### src/rtl/inst_decode_stage_if.sv
// Fetch-side and execute-side handshake bundle for the decode stage.
interface inst_decode_stage_if #(
   parameter int INST_W = 9,
   parameter int CNT_W  = 16
);
   logic              Start;
   logic [INST_W-1:0] InstIn;
   logic              InstValid;
   logic              InstReady;
   logic              Flush;
   logic              OutValid;
   logic              OutReady;
   logic [3:0]        OpOut;
   logic              CmpMode;
   logic [1:0]        RegA;
   logic [1:0]        RegB;
   logic [4:0]        Imm;
   logic              RegWrite;
   logic              MemRead;
   logic              MemWrite;
   logic              Branch;
   logic              Halted;
   logic              Done;
   logic [CNT_W-1:0]  DecodeCount;

   modport slave (
      input  Start, InstIn, InstValid, Flush, OutReady,
      output InstReady, OutValid, OpOut, CmpMode, RegA, RegB, Imm,
             RegWrite, MemRead, MemWrite, Branch, Halted, Done, DecodeCount
   );

   modport master (
      output Start, InstIn, InstValid, Flush, OutReady,
      input  InstReady, OutValid, OpOut, CmpMode, RegA, RegB, Imm,
             RegWrite, MemRead, MemWrite, Branch, Halted, Done, DecodeCount
   );
endinterface

### src/rtl/inst_decode_stage.sv
// Decode stage with run/halt control and a 2-entry output skid FIFO.
// Optional macro DECODE_STATS_EN builds the saturating popped-instruction counter.
module inst_decode_stage #(
   parameter int INST_W = 9,
   parameter int CNT_W  = 16
) (
   input logic                 Clk,
   input logic                 Reset_n,
   inst_decode_stage_if.slave  bus
);

   typedef enum logic [3:0] {
      OP_ADD = 4'h0, OP_SUB = 4'h1, OP_LSH = 4'h2, OP_RSH = 4'h3,
      OP_XOR = 4'h4, OP_AND = 4'h5, OP_ORR = 4'h6, OP_PAR = 4'h7,
      OP_BEQ = 4'h8, OP_BNE = 4'h9, OP_BLT = 4'hA, OP_BRK = 4'hB,
      OP_STR = 4'hC, OP_LOD = 4'hD, OP_TGB = 4'hE, OP_ASR = 4'hF
   } op_mne_e;

   typedef enum logic { RTYPE = 1'b0, CMP = 1'b1 } op_cmp_mne_e;
   typedef enum logic { HALT = 1'b0, RUN = 1'b1 } state_e;

   typedef struct packed {
      op_mne_e     op;
      op_cmp_mne_e cmp;
      logic [1:0]  rega;
      logic [1:0]  regb;
      logic [4:0]  imm;
      logic        rw;
      logic        mr;
      logic        mw;
      logic        br;
   } dec_t;

   function automatic dec_t f_decode(input logic [INST_W-1:0] inst);
      dec_t d;
      d.op   = op_mne_e'(inst[8:5]);
      d.cmp  = RTYPE;
      d.rega = inst[4:3];
      d.regb = inst[2:1];
      d.imm  = inst[4:0];
      d.rw   = 1'b0;
      d.mr   = 1'b0;
      d.mw   = 1'b0;
      d.br   = 1'b0;
      case (d.op)
         OP_ADD, OP_SUB, OP_LSH, OP_RSH, OP_XOR, OP_AND,
         OP_ORR, OP_PAR, OP_TGB, OP_ASR: d.rw = 1'b1;
         OP_LOD: begin
            d.rw = 1'b1;
            d.mr = 1'b1;
         end
         OP_STR: d.mw = 1'b1;
         OP_BEQ, OP_BNE, OP_BLT: begin
            d.br  = 1'b1;
            d.cmp = CMP;
         end
         default: ;
      endcase
      return d;
   endfunction

   state_e     r_state;
   dec_t       r_fifo [2];
   logic       r_wr_ptr;
   logic       r_rd_ptr;
   logic [1:0] r_count;
   logic       r_done;

   logic w_accept;
   logic w_pop;
   dec_t w_head;

   assign bus.InstReady = (r_state == RUN) && (r_count < 2'd2) && !bus.Flush;
   assign bus.OutValid  = (r_count != 2'd0);
   assign w_accept      = bus.InstValid && bus.InstReady;
   assign w_pop         = bus.OutValid && bus.OutReady;
   assign w_head        = r_fifo[r_rd_ptr];

   always_ff @(posedge Clk) begin
      if (!Reset_n) begin
         r_state   <= HALT;
         r_fifo[0] <= '0;
         r_fifo[1] <= '0;
         r_wr_ptr  <= 1'b0;
         r_rd_ptr  <= 1'b0;
         r_count   <= 2'd0;
         r_done    <= 1'b0;
      end else begin
         if (r_state == HALT && bus.Start)
            r_state <= RUN;
         else if (w_accept && op_mne_e'(bus.InstIn[8:5]) == OP_BRK)
            r_state <= HALT;

         // Flush beats both accept and pop; a pop in that cycle is discarded
         if (bus.Flush) begin
            r_wr_ptr <= 1'b0;
            r_rd_ptr <= 1'b0;
            r_count  <= 2'd0;
            r_done   <= 1'b0;
         end else begin
            if (w_accept) begin
               r_fifo[r_wr_ptr] <= f_decode(bus.InstIn);
               r_wr_ptr         <= ~r_wr_ptr;
            end
            if (w_pop)
               r_rd_ptr <= ~r_rd_ptr;
            case ({w_accept, w_pop})
               2'b10:   r_count <= r_count + 2'd1;
               2'b01:   r_count <= r_count - 2'd1;
               default: r_count <= r_count;
            endcase
            r_done <= w_pop && (w_head.op == OP_BRK);
         end
      end
   end

   assign bus.OpOut    = w_head.op;
   assign bus.CmpMode  = w_head.cmp;
   assign bus.RegA     = w_head.rega;
   assign bus.RegB     = w_head.regb;
   assign bus.Imm      = w_head.imm;
   assign bus.RegWrite = w_head.rw;
   assign bus.MemRead  = w_head.mr;
   assign bus.MemWrite = w_head.mw;
   assign bus.Branch   = w_head.br;
   assign bus.Halted   = (r_state == HALT);
   assign bus.Done     = r_done;

`ifdef DECODE_STATS_EN
   logic [CNT_W-1:0] r_dec_cnt;

   always_ff @(posedge Clk) begin
      if (!Reset_n)
         r_dec_cnt <= '0;
      else if (r_state == HALT && bus.Start)
         r_dec_cnt <= '0;
      else if (w_pop && !bus.Flush && r_dec_cnt != {CNT_W{1'b1}})
         r_dec_cnt <= r_dec_cnt + {{(CNT_W-1){1'b0}}, 1'b1};
   end

   assign bus.DecodeCount = r_dec_cnt;
`else
   assign bus.DecodeCount = '0;
`endif

endmodule

### src/flat_wrapper.sv
// flat-port wrapper written by rule: the top's interface ports become plain ports
module inst_decode_stage_flat 
#(
   parameter int INST_W = 9,
   parameter int CNT_W  = 16
)
  (Clk, Reset_n, bus_Start, bus_InstIn, bus_InstValid, bus_Flush, bus_OutReady, bus_InstReady, bus_OutValid, bus_OpOut, bus_CmpMode, bus_RegA, bus_RegB, bus_Imm, bus_RegWrite, bus_MemRead, bus_MemWrite, bus_Branch, bus_Halted, bus_Done, bus_DecodeCount);
  inst_decode_stage_if #(.INST_W(INST_W), .CNT_W(CNT_W)) bus_i ();
  input logic Clk;
  input logic Reset_n;
  input wire logic [$bits(bus_i.Start)-1:0] bus_Start;
  input wire logic [$bits(bus_i.InstIn)-1:0] bus_InstIn;
  input wire logic [$bits(bus_i.InstValid)-1:0] bus_InstValid;
  input wire logic [$bits(bus_i.Flush)-1:0] bus_Flush;
  input wire logic [$bits(bus_i.OutReady)-1:0] bus_OutReady;
  output wire logic [$bits(bus_i.InstReady)-1:0] bus_InstReady;
  output wire logic [$bits(bus_i.OutValid)-1:0] bus_OutValid;
  output wire logic [$bits(bus_i.OpOut)-1:0] bus_OpOut;
  output wire logic [$bits(bus_i.CmpMode)-1:0] bus_CmpMode;
  output wire logic [$bits(bus_i.RegA)-1:0] bus_RegA;
  output wire logic [$bits(bus_i.RegB)-1:0] bus_RegB;
  output wire logic [$bits(bus_i.Imm)-1:0] bus_Imm;
  output wire logic [$bits(bus_i.RegWrite)-1:0] bus_RegWrite;
  output wire logic [$bits(bus_i.MemRead)-1:0] bus_MemRead;
  output wire logic [$bits(bus_i.MemWrite)-1:0] bus_MemWrite;
  output wire logic [$bits(bus_i.Branch)-1:0] bus_Branch;
  output wire logic [$bits(bus_i.Halted)-1:0] bus_Halted;
  output wire logic [$bits(bus_i.Done)-1:0] bus_Done;
  output wire logic [$bits(bus_i.DecodeCount)-1:0] bus_DecodeCount;
  assign bus_i.Start = bus_Start;
  assign bus_i.InstIn = bus_InstIn;
  assign bus_i.InstValid = bus_InstValid;
  assign bus_i.Flush = bus_Flush;
  assign bus_i.OutReady = bus_OutReady;
  assign bus_InstReady = bus_i.InstReady;
  assign bus_OutValid = bus_i.OutValid;
  assign bus_OpOut = bus_i.OpOut;
  assign bus_CmpMode = bus_i.CmpMode;
  assign bus_RegA = bus_i.RegA;
  assign bus_RegB = bus_i.RegB;
  assign bus_Imm = bus_i.Imm;
  assign bus_RegWrite = bus_i.RegWrite;
  assign bus_MemRead = bus_i.MemRead;
  assign bus_MemWrite = bus_i.MemWrite;
  assign bus_Branch = bus_i.Branch;
  assign bus_Halted = bus_i.Halted;
  assign bus_Done = bus_i.Done;
  assign bus_DecodeCount = bus_i.DecodeCount;
  inst_decode_stage #(.INST_W(INST_W), .CNT_W(CNT_W)) u_core (.Clk(Clk), .Reset_n(Reset_n), .bus(bus_i));
endmodule
### config.mk
export PLATFORM = sky130hd
export DESIGN_NAME = inst_decode_stage_flat
export DESIGN_NICKNAME = d
export VERILOG_FILES = /design/src/rtl/inst_decode_stage_if.sv /design/src/rtl/inst_decode_stage.sv /design/src/flat_wrapper.sv
export SDC_FILE = /design/constraint.sdc
export NUM_CORES = 1
export LEC_CHECK = 0
export CAP_MARGIN = 20
export CORE_ASPECT_RATIO = 1.1
export CORE_MARGIN = 2
export CORE_UTILIZATION = 49
export CTS_CLUSTER_SIZE = 30
export DETAILED_ROUTE_END_ITERATION = 16
export HOLD_SLACK_MARGIN = 0.05
export PLACE_DENSITY = 0.82
export SYNTH_ARGS = -nofsm -noshare
export SYNTH_HDL_FRONTEND = slang
export SYNTH_SLANG_ARGS = --single-unit
### constraint.sdc
create_clock -name Clk -period 3.05 [get_ports Clk]
set_input_delay 0.4575 -clock Clk [delete_from_list [all_inputs] [get_ports Clk]]
set_output_delay 0.4575 -clock Clk [all_outputs]
set_load 0.05 [all_outputs]
* Word level (Yosys, flattened, before mapping)
Memories as Yosys holds them, arrays and structs flattened. A register that Yosys moved wholly into a read port is not among the register bits. Index checks and enable logic that the tools add are counted.
Cells by class: $add $sub $neg 2, order comparisons 1, equality and inequality tests 18, multiplexer cells 29, bitwise gates (word level) 4, reduce and logical (&&, ||, !) cells 16
Operator list (number):
- equality test 4 bit (second input constant) | 9
- two-way mux 1 bit | 27
- two-way mux 18 bit | 1
- OR reduction 18 bit | 1
- equality test 4 x 3 -> 1 bit (second input constant) | 4
- OR reduction 11 bit | 1
- equality test 4 x 2 -> 1 bit (second input constant) | 2
- logical AND 1 bit | 7
- nonzero test 2 bit | 3
- equality test 4 x 1 -> 1 bit (second input constant) | 1
- logical NOT 4 bit | 1
- inverter 1 bit | 4
- one-hot mux 2 bit (2 select lines) | 1
- OR reduction 3 bit | 1
- adder 2 x 1 -> 2 bit (second input constant) | 1
- equality test 2 x 1 -> 1 bit (second input constant) | 1
- equality test 2 bit (second input constant) | 1
- less-than comparator 2 bit (second input constant) | 1
- OR reduction 2 bit | 1
- subtractor 2 x 1 -> 2 bit (second input constant) | 1
- logical NOT 1 bit | 1
Storage, ports and cells: bits in registers 6, bits in writable memories 36, output and inout port bits 38, memories 1
Memories:
- u_core.r_fifo | words 2, bits a word 18, rd ports 1, clocked after Yosys merged registers in 1, wr ports 2, line inst_decode_stage.sv:63 | dec_t r_fifo [2];

* Logic depth before layout (Yosys ltp)
Gate-level depths: netlist of run 1.
word-level depth 10, depth in mapped cells 6, gate-level depth less buffers 6

* Worst setup path after synthesis of run 1
OpenSTA, ideal clock, no wires.
kind register to output, start point reg u_core.r_state, end point out bus_InstReady, arrival 1764 ps, setup slack 828 ps, cell stages (with the launch flop) 3, cells stage by stage dfxtp_1 inv_1 nor3_1
On the way: longest elaborated chain between the ends 2
Ends and longest elaborated chain:
- from (decl) | line inst_decode_stage.sv:62 | state_e r_state;
- from (signal assigned) | line inst_decode_stage.sv:81 | r_state <= HALT;
- from (signal assigned) | line inst_decode_stage.sv:90 | r_state <= RUN;
- from (signal assigned) | line inst_decode_stage.sv:92 | r_state <= HALT;
- logical AND 1 bit (2 in series) | line inst_decode_stage.sv:73 | assign bus.InstReady = (r_state == RUN) && (r_count < 2'd2) && !bus.Flush;
- to (decl) | line flat_wrapper.sv:16 | output wire logic [$bits(bus_i.InstReady)-1:0] bus_InstReady;
Every way passes these cells.

==> results.yml, run 1 <==
sta:
  skew_ns: 0.00964
  max_freq_ghz: 0.381
  tightest_slew_ns: 0.597
  max-slew-margin-rel_pct: 60.1
  rsz0062_at_grt: "no"
  post-route-min-period_ns: 2.62
  timing.hold.ws_ns: 0.519
  slew_violations: 0
  setup_viol: 0
  finalSetupTns_ns: 0
  post-route-period-util_pct: 86.0
  hold_viol: 0
place:
  io_buffers: 36
  dpl.hpwl_mm: 2.09
  place.gp.congestion: 0.689
  placed_cell_area_um2: 1940
  dp_cells: 198
hold_path:
  min_from: "u_core.r_rd_ptr"
  holdPathStages: 2
  hold_path_class: "reg -> reg"
global_routing:
  grt_pass1_wl_mm: 4.37
  grt_overflow_total: 0
  grt_max_degree: 14
  grt_util_all_layers_pct: 16.0
  grt_pass1_vias: 1006
  antenna_found_initial: 0
final_layout:
  fillers: 293
  synthToLayoutAreaGrowth_pct: 20.9
  final_common_cell: "clkdlybuf4s50_1"
  fin_area_um2: 1980
  final_layout_size_suffix_gt1_share_pct: 14.1
  seq_area_um2: 921
  nets: 185
  post-route-util_pct: 60.6
  multi_input_area_um2: 594
  mostFrequentLayoutCells: "clkdlybuf4s50_1, edfxtp_1, and2_1"
  insertedDiodeCount: 0
  fin_cells: 206
routing:
  drt_iter0_drc: 15
  wl_per_cell_um: 13.8
  first_pass_iters: 4
  via_count: 1050
  route.detailed.drc: 0
  wirelength_mm: 2.84
  routed_via_density: 5.10
  antenna_left: 0
power:
  p_per_area_nw_per_um2: 461
  peakVddDrop_mv: 0.253
  leakagePower_nw: 0.741
logic_synthesis:
  yosysUniqueCellTypes: 31
  synth_top_area_share_pct: 47.6
  seq_area_frac_synth_pct: 56.1
  synth_top_cells_by_area: "edfxtp_1, buf_4, mux2_2"
  ys_dominant_reg_cell: "edfxtp_1"
  async_flop_share_pct: 0
  synth_area_leader_cell: "edfxtp_1"
  synth_area_um2: 1640
  syn_avg_cell_area_um2: 12.2
  netlist_instances: 135
  synth_edf_count: 26
  yosysWarnings: 0
  ys_seq_elements: 33
clock_tree:
  cts-hold-fix-buffers: 0
  cts-root-buf: "clkbuf_4"
  cts-resized-gates: 0
  h-tree-depth: 2
  clock-sinks: 33
  insertion_delay_ns: 0.33
  cts_tree: "yes"
  cts.clk_slew.worst_paths_ns: 0.08
  numCtsBuffers: 5
  cts_setup_buffers: 0
  max-clock-path-buffers: 2
worst_setup_path:
  required_ns: 2.59
  worstSetupPathType: "reg -> out"
  cp_slowest_cell: "dfxtp_1"
  slowest_delay_ns: 0.71
  worst_r2r_endpoint: "u_core.r_fifo[1][14]"
  worst-r2r-cell-count: 3
  start_kind: "flop"
  rr_startpoint: "u_core.r_count[1]"
  crit_path_cell_trace: "mux2_2 > clkdlybuf4s50_1"
  r2r_slack_ns: 1.28
  setup.worst_path.end_class: "output pin"
  path_max_fanout: 13
  cp.arrival_ns: 2.17
die:
  fp.dieH_um: 64.7
  rows: 22
  dieArea_um2: 3830
  dieWidth_um: 59.2
  io_pins: 53
  start_util_pct: 50.1
  core_um2: 3280
flow_run:
  maxCapViolations: 0
status:
  outcome: "finished clean"
sequential cells by signal, summed over array words and instances, names as in the netlist, named ones only:
register	count
u_core.r_state	1
u_core.bus.Done	1
u_core.r_fifo	26
u_core.r_rd_ptr	1
u_core.r_count	2
u_core.r_wr_ptr	1
report_power, final:
| group | leakage, nW | internal (mW) | switching, mW |
|---|---|---|---|
| clock network | 0.0269 | 0.0885 | 0.138 |
| logic | 0.388 | 0.0540 | 0.128 |
| registers | 0.325 | 0.500 | 0.00616 |
synthesized netlist by cell type (2+ instances only):
master / number
dfxtp_1: 7
and2_1: 18
nor2_1: 9
mux2_2: 13
xor2_1: 3
buf_4: 21
nand2_1: 4
o21ai_0: 4
a21oi_1: 3
nor3_2: 2
buf_2: 2
edfxtp_1: 26
inv_1: 2
nand4_1: 2
clkbuf_1: 2
nor3_1: 2
routing by layer:
metal	track usage, %	up-vias	wire length (µm)	share of wire (%)
met3	6.39	6	154	5.4
met1	16.7	507	1150	40
li1	-	502	-	-
met4	7.10	0	49	1.7
met2	27.5	35	1490	52
met5	0	-	0	0
logic make-up (layout without fill, tap and decap cells):
logic type | count (synthesis) | after routing | share of synthesized area [%]
other cells | 1 | 16 | 0.228
buf+inv | 27 | 47 | 11.1
fa+ha+maj | 1 | 1 | 0.762
mux | 13 | 13 | 8.92
compound gates | 8 | 8 | 2.82
xor+xnor | 4 | 4 | 2.13
simple gates | 48 | 48 | 17.9
flops | 33 | 33 | 56.1
final cells by class:
class / instances / share of cell area, %
multi-input combinational: 90 / 29.9
tap: 36 / 2.27
clock inverter: 1 / 0.189
sequential: 33 / 46.4
inverter: 2 / 0.378
timing repair buffer: 37 / 18.5
clock buffer: 7 / 2.27
metrics by stage:
stage | worst slack, ns | total power, mW
after CTS | 0.383 | 0.919
after floorplan | 0.828 | 0.661
after detailed placement | 0.687 | 0.699
final | 0.427 | 0.914
after global routing | 0.324 | 0.948
after global placement | 0.733 | 0.695
worst max-delay path by stage:
stage / depth (start not counted) / to / slack (ns) / startpoint
6_report: 2 / bus_OpOut[0] / 0.43 / flop
4_1_cts: 2 / bus_OpOut[0] / 0.38 / flop
5_1_grt: 2 / bus_OpOut[0] / 0.32 / flop
3_5_place_dp: 3 / bus_InstReady / 0.69 / bus_Flush
2_1_floorplan: 2 / bus_InstReady / 0.83 / u_core.r_state
3_3_place_gp: 3 / bus_InstReady / 0.73 / bus_Flush
critical path: cells and delay by family, from the launching register on:
kind	cells	cell delay, ns
multiplexers	1	0.43
buffers and inverters	1	0.70
flip-flops	1	0.71
(Power assumes the default switching activity.)
==> run 2, diff against run 1 <==
GPL_ROUTABILITY_DRIVEN = 0   (was not set)
GPL_TIMING_DRIVEN = 0   (was not set)
==> run 2 against run 1 <==
Against the previous run:
- global-route usage rose by 1.4 points
- combinational power rose by 12%
- worst hold slack got worse by 0.0025 ns
- die area did not move
- register-to-register slack got worse by 0.03 ns
- sequential power barely moved
- critical path depth rose by 2
- final area rose by 9.1%
- non-clock buffer count rose by 25
- count of clock-buffer cells in the layout fell by 2
- critical path type unchanged
==> results.yml, run 2 (synthesis gave the netlist of run 1 again) <==
final_layout:
  final_layout_size_suffix_gt1_share_pct: 25.6
  post-route-util_pct: 66.1
  seq_area_um2: 921
  top_register: "u_core.r_fifo"
  nets: 210
  final_common_cell: "clkdlybuf4s50_1"
  reg.largest.list: "u_core.r_fifo x26, u_core.r_count x2"
  largest_register_ff_count: 26
  synthToLayoutAreaGrowth_pct: 31.9
  multi_input_area_um2: 594
  fin_cells: 231
  fillers: 285
  mostFrequentLayoutCells: "clkdlybuf4s50_1, edfxtp_1, buf_4"
  insertedDiodeCount: 0
worst_setup_path:
  r2r_slack_ns: 1.25
  cpLargestDelayFamily: "buffers and inverters"
  slowest_delay_ns: 0.68
  cp.arrival_ns: 2.22
  worstSetupPathType: "reg -> out"
  cp_slowest_cell: "clkdlybuf4s50_1"
  start_kind: "flop"
  path_max_fanout: 10
  path_buf_inv: 3
  required_ns: 2.59
  crit_path_cell_trace: "buf_2 > mux2_2 > buf_4 > clkdlybuf4s50_1"
  setup.worst_path.end_class: "output pin"
  rr_startpoint: "u_core.r_count[1]"
flow_run:
  maxCapViolations: 0
power:
  finalPower_uw: 946
  peakVddDrop_mv: 0.273
  p_per_area_nw_per_um2: 437
  leakagePower_nw: 0.868
routing:
  wl_per_cell_um: 13.1
  route.detailed.drc: 0
  first_pass_iters: 5
  routed_via_density: 4.83
  drt_iter0_drc: 29
  via_count: 1115
  wirelength_mm: 3.02
  antenna_left: 0
die:
  fp.dieH_um: 64.7
  dieArea_um2: 3830
  rows: 22
  core_um2: 3280
  start_util_pct: 50.1
  dieWidth_um: 59.2
  io_pins: 53
global_routing:
  grt_max_degree: 14
  grt_overflow_total: 0
  grt_pass1_wl_mm: 4.86
  grt_util_all_layers_pct: 17.3
  antenna_found_initial: 0
  grt_pass1_vias: 1122
place:
  dpl.hpwl_mm: 2.30
  io_buffers: 36
  dp_cells: 223
  dpl_worst_slack_ns: 0.699
hold_path:
  hold_path_class: "reg -> reg"
  min_from: "u_core.r_rd_ptr"
clock_tree:
  insertion_delay_ns: 0.34
  cts-resized-gates: 0
  cts.clk_slew.worst_paths_ns: 0.10
  clock-sinks: 33
  cts-hold-fix-buffers: 0
  max-clock-path-buffers: 2
  cts-root-buf: "clkbuf_4"
  cts_tree: "yes"
  cts_setup_buffers: 0
  h-tree-depth: 2
  numCtsBuffers: 5
sta:
  setup_viol: 0
  hold_viol: 0
  post-route-min-period_ns: 2.68
  post-route-period-util_pct: 87.8
  tightest_slew_ns: 0.557
  skew_ns: 0.00909
  rsz0062_at_grt: "no"
  finalSetupTns_ns: 0
  slew_violations: 0
  setup_ws_ns: 0.373
  max-slew-margin-rel_pct: 62.8
  max_freq_ghz: 0.374
status:
  outcome: "finished clean"
-- run 2: cell types whose count changed in the layout (fill, tap and decap cells not counted), sizes merged --
cell / change
buf: +23
clkinv: +1
clkinvlp: +1
-- run 2: worst paths after layout --
kind | cells past startpoint | to
worst max-delay path | 4 | bus_RegB[1]
worst min-delay path | 2 | u_core.r_rd_ptr
worst max register to register | 3 | u_core.r_fifo[1][4]
worst min register to register | 2 | u_core.r_rd_ptr
-- run 2: area by class of cell --
type                    instances  share of cell area, %
clock inverters                 3                  0.809
well taps                      36                   2.08
plain buffers                  25                   8.09
flip-flops and latches         33                   42.5
multi-input cells              90                   27.4
inverters                       2                  0.347
repair buffers                 37                   17.0
clock buffers                   5                   1.73
-- run 2: power breakdown --
| part | switching (mW) | internal, mW |
|---|---|---|
| clock network | 0.149 | 0.0868 |
| registers | 0.00605 | 0.500 |
| logic | 0.132 | 0.0726 |
-- run 2: metal layers --
layer	routed length [µm]	GRT usage, %	vias to the layer above
li1	-	-	555
met1	1150	17.8	510
met2	1630	31.6	44
met3	211	5.99	6
met4	35	5.97	0
met5	0	0	-
-- run 2: worst register-to-register path, stage by stage (launching register included) --
cell,delay [ns]
dfxtp_1,0.38
nor3b_1,0.31
nand4_1,0.25
nand2_1,0.50
-- run 2: per-stage QoR --
step,hold WS [ns],cell area (µm²)
after floorplan,0.472,1700
after global placement,0.486,2100
after detailed placement,0.499,2110
after CTS,0.526,2170
after global routing,0.556,2170
final,0.516,2170
==> run 3, diff against run 2 <==
ABC_AREA = 1   (was not set)
CORE_MARGIN = not set   (was 2)
CORE_UTILIZATION = 50   (was 49)
CTS_CLUSTER_SIZE = 25   (was 30)
PLACE_DENSITY = 0.83   (was 0.82)
==> run 3 against run 2 <==
Against the previous run:
- combinational power rose by 5%
- first-iteration DRC count unchanged
- critical endpoint unchanged
- worst hold slack got worse by 0.018 ns
- largest power group unchanged
- via count increased by 13%
- highest routed layer unchanged
- final area up 1.8%
- cell count grew 16%
- clock power fell by 6%
- the flow now finishes with violations (DRC)
- critical path depth is 1 higher
==> results.yml, run 3 <==
sta:
  post-route-period-util_pct: 89.4
  rsz0062_at_grt: "no"
  tightest_slew_ns: 0.586
  max-slew-margin-rel_pct: 60.8
  post-route-min-period_ns: 2.73
  slew_violations: 0
  setup_viol: 0
  max_freq_ghz: 0.367
  finalSetupTns_ns: 0
  hold_viol: 0
  skew_ns: 0.00571
power:
  peakVddDrop_mv: 0.288
  leakagePower_nw: 0.988
  p_per_area_nw_per_um2: 426
final_layout:
  post-route-util_pct: 70.5
  top_register: "u_core.r_fifo"
  reg.largest.list: "u_core.r_fifo x26, u_core.r_count x2"
  synthToLayoutAreaGrowth_pct: 30.0
  fin_area_um2: 2210
  insertedDiodeCount: 0
  fillers: 254
  final_common_cell: "clkdlybuf4s50_1"
  largest_register_ff_count: 26
  mostFrequentLayoutCells: "clkdlybuf4s50_1, inv_1, nor2_1"
  final_layout_size_suffix_gt1_share_pct: 22.2
  nets: 249
clock_tree:
  cts_setup_buffers: 0
  numCtsBuffers: 5
  h-tree-depth: 2
  cts-root-buf: "clkbuf_4"
  cts.clk_slew.worst_paths_ns: 0.09
  cts-hold-fix-buffers: 0
  cts-resized-gates: 0
  insertion_delay_ns: 0.34
  clock-sinks: 33
  cts_tree: "yes"
  max-clock-path-buffers: 2
flow_run:
  maxCapViolations: 0
worst_setup_path:
  setup.worst_path.end_class: "output pin"
  r2r_slack_ns: 1.18
  path_buf_inv: 4
  crit_path_cell_trace: "buf_2 > buf_2 > mux2_2 > buf_4 > clkdlybuf4s50_1"
  worstSetupPathType: "reg -> out"
  required_ns: 2.59
  cp.arrival_ns: 2.27
  cp_slowest_cell: "clkdlybuf4s50_1"
  start_kind: "flop"
  path_common_cell: "buf_2"
  path_max_fanout: 10
  cpLargestDelayFamily: "buffers and inverters"
  slowest_delay_ns: 0.69
die:
  io_pins: 53
  start_util_pct: 54.3
  rows: 21
  dieWidth_um: 57.5
  fp.dieH_um: 63.1
  core_um2: 3130
  dieArea_um2: 3630
routing:
  routed_via_density: 4.69
  wirelength_mm: 2.88
  wl_per_cell_um: 10.8
  via_count: 1258
  antenna_left: 0
  drt_iter0_drc: 29
  route.detailed.drc: 4
  first_pass_iters: 10
global_routing:
  grt_pass1_vias: 1179
  antenna_found_initial: 0
  grt_max_degree: 14
  grt_pass1_wl_mm: 4.92
  grt_util_all_layers_pct: 18.5
  grt_overflow_total: 0
place:
  placed_cell_area_um2: 2160
  dpl.hpwl_mm: 2.22
  io_buffers: 36
hold_path:
  hold_path_class: "reg -> reg"
status:
  violations: "DRC"
  outcome: "finished, violations left"
logic_synthesis:
  seq_area_frac_synth_pct: 54.3
  synth_top_cells_by_area: "edfxtp_1, buf_4, dfxtp_1"
  synth_area_um2: 1700
  yosysWarnings: 0
  post-synth-top-count-cell: "inv_1"
  synth_top_area_share_pct: 46.0
  ys_dominant_reg_cell: "edfxtp_1"
  yosysUniqueCellTypes: 20
  ys_seq_elements: 33
  synth_edf_count: 26
  yosys-top-cells-count: "inv_1, nor2_1, edfxtp_1, buf_4, nand2_1"
  async_flop_share_pct: 0
  syn_avg_cell_area_um2: 9.70
  synth_area_leader_cell: "edfxtp_1"
  netlist_instances: 175
run 3: cell count changes in the layout (fill, tap and decap cells not counted), moves of 2 or more:
| cell | change |
|---|---|
| inv_1 | +26 |
| nor2_2 | +10 |
| clkinv_1 | +2 |
| nor2_1 | +18 |
| nand2_1 | +16 |
| o21ai_0 | +5 |
| nor3_1 | -2 |
| nand3_1 | +4 |
| and2_1 | -18 |
| xor2_1 | -3 |
| clkbuf_1 | -2 |
| nor3_2 | -2 |
| mux2_2 | -4 |
run 3: report_power, final:
part	internal, mW	switching, mW	leakage, nW
logic	0.0716	0.144	0.632
clock network	0.0831	0.138	0.0300
registers	0.501	0.00417	0.325
total	0.655	0.286	0.988
run 3: cells by family (layout without fill, tap and decap cells):
| kind of cell | Yosys count | count (layout) | share of synthesized area (%) |
|---|---|---|---|
| compound gates | 11 | 11 | 3.32 |
| fa+ha+maj | 1 | 1 | 0.737 |
| buf+inv | 53 | 97 | 17.0 |
| flops | 33 | 33 | 54.3 |
| mux | 9 | 9 | 5.97 |
| other cells | 1 | 16 | 0.221 |
| simple gates | 67 | 67 | 18.4 |
run 3: cell type report:
type / instances / area (µm²) / share of cell area, %
multi-input combinational: 104 / 543 / 24.6
clock inverter: 3 / 12.5 / 0.567
timing repair buffer: 36 / 360 / 16.3
buffer: 25 / 184 / 8.34
clock buffer: 5 / 37.5 / 1.70
inverter: 28 / 105 / 4.76
tap: 34 / 42.5 / 1.93
sequential: 33 / 921 / 41.7
run 3: layer usage:
layer	global-route usage (%)	wire (µm)
met1	19.3	1100
met5	0	0
met2	33.3	1550
met4	8.23	62
met3	5.75	169
run 3: worst paths after layout:
check | from | cells past startpoint | end
setup / recovery | flop | 5 | bus_RegB[1]
setup reg to reg | u_core.r_count[1] | 4 | u_core.r_fifo[1][15]
hold reg to reg | u_core.r_wr_ptr | 2 | u_core.r_wr_ptr
hold / removal | u_core.r_wr_ptr | 2 | u_core.r_wr_ptr
run 3: metrics by stage:
stage	hold slack [ns]	total power [mW]	instances	worst slack (ns)
floorplan	0.453	0.670	190	0.892
global placement	0.469	0.727	260	0.582
detailed placement	0.485	0.730	260	0.578
CTS	0.500	0.949	268	0.300
global route	0.527	0.985	268	0.210
finish	0.499	0.941	268	0.324
run 3: worst min-delay path, stage by stage, from the launching register on:
cell	delay (ns)
dfxtp_1	0.33
nand2_1	0.07
a21oi_1	0.06
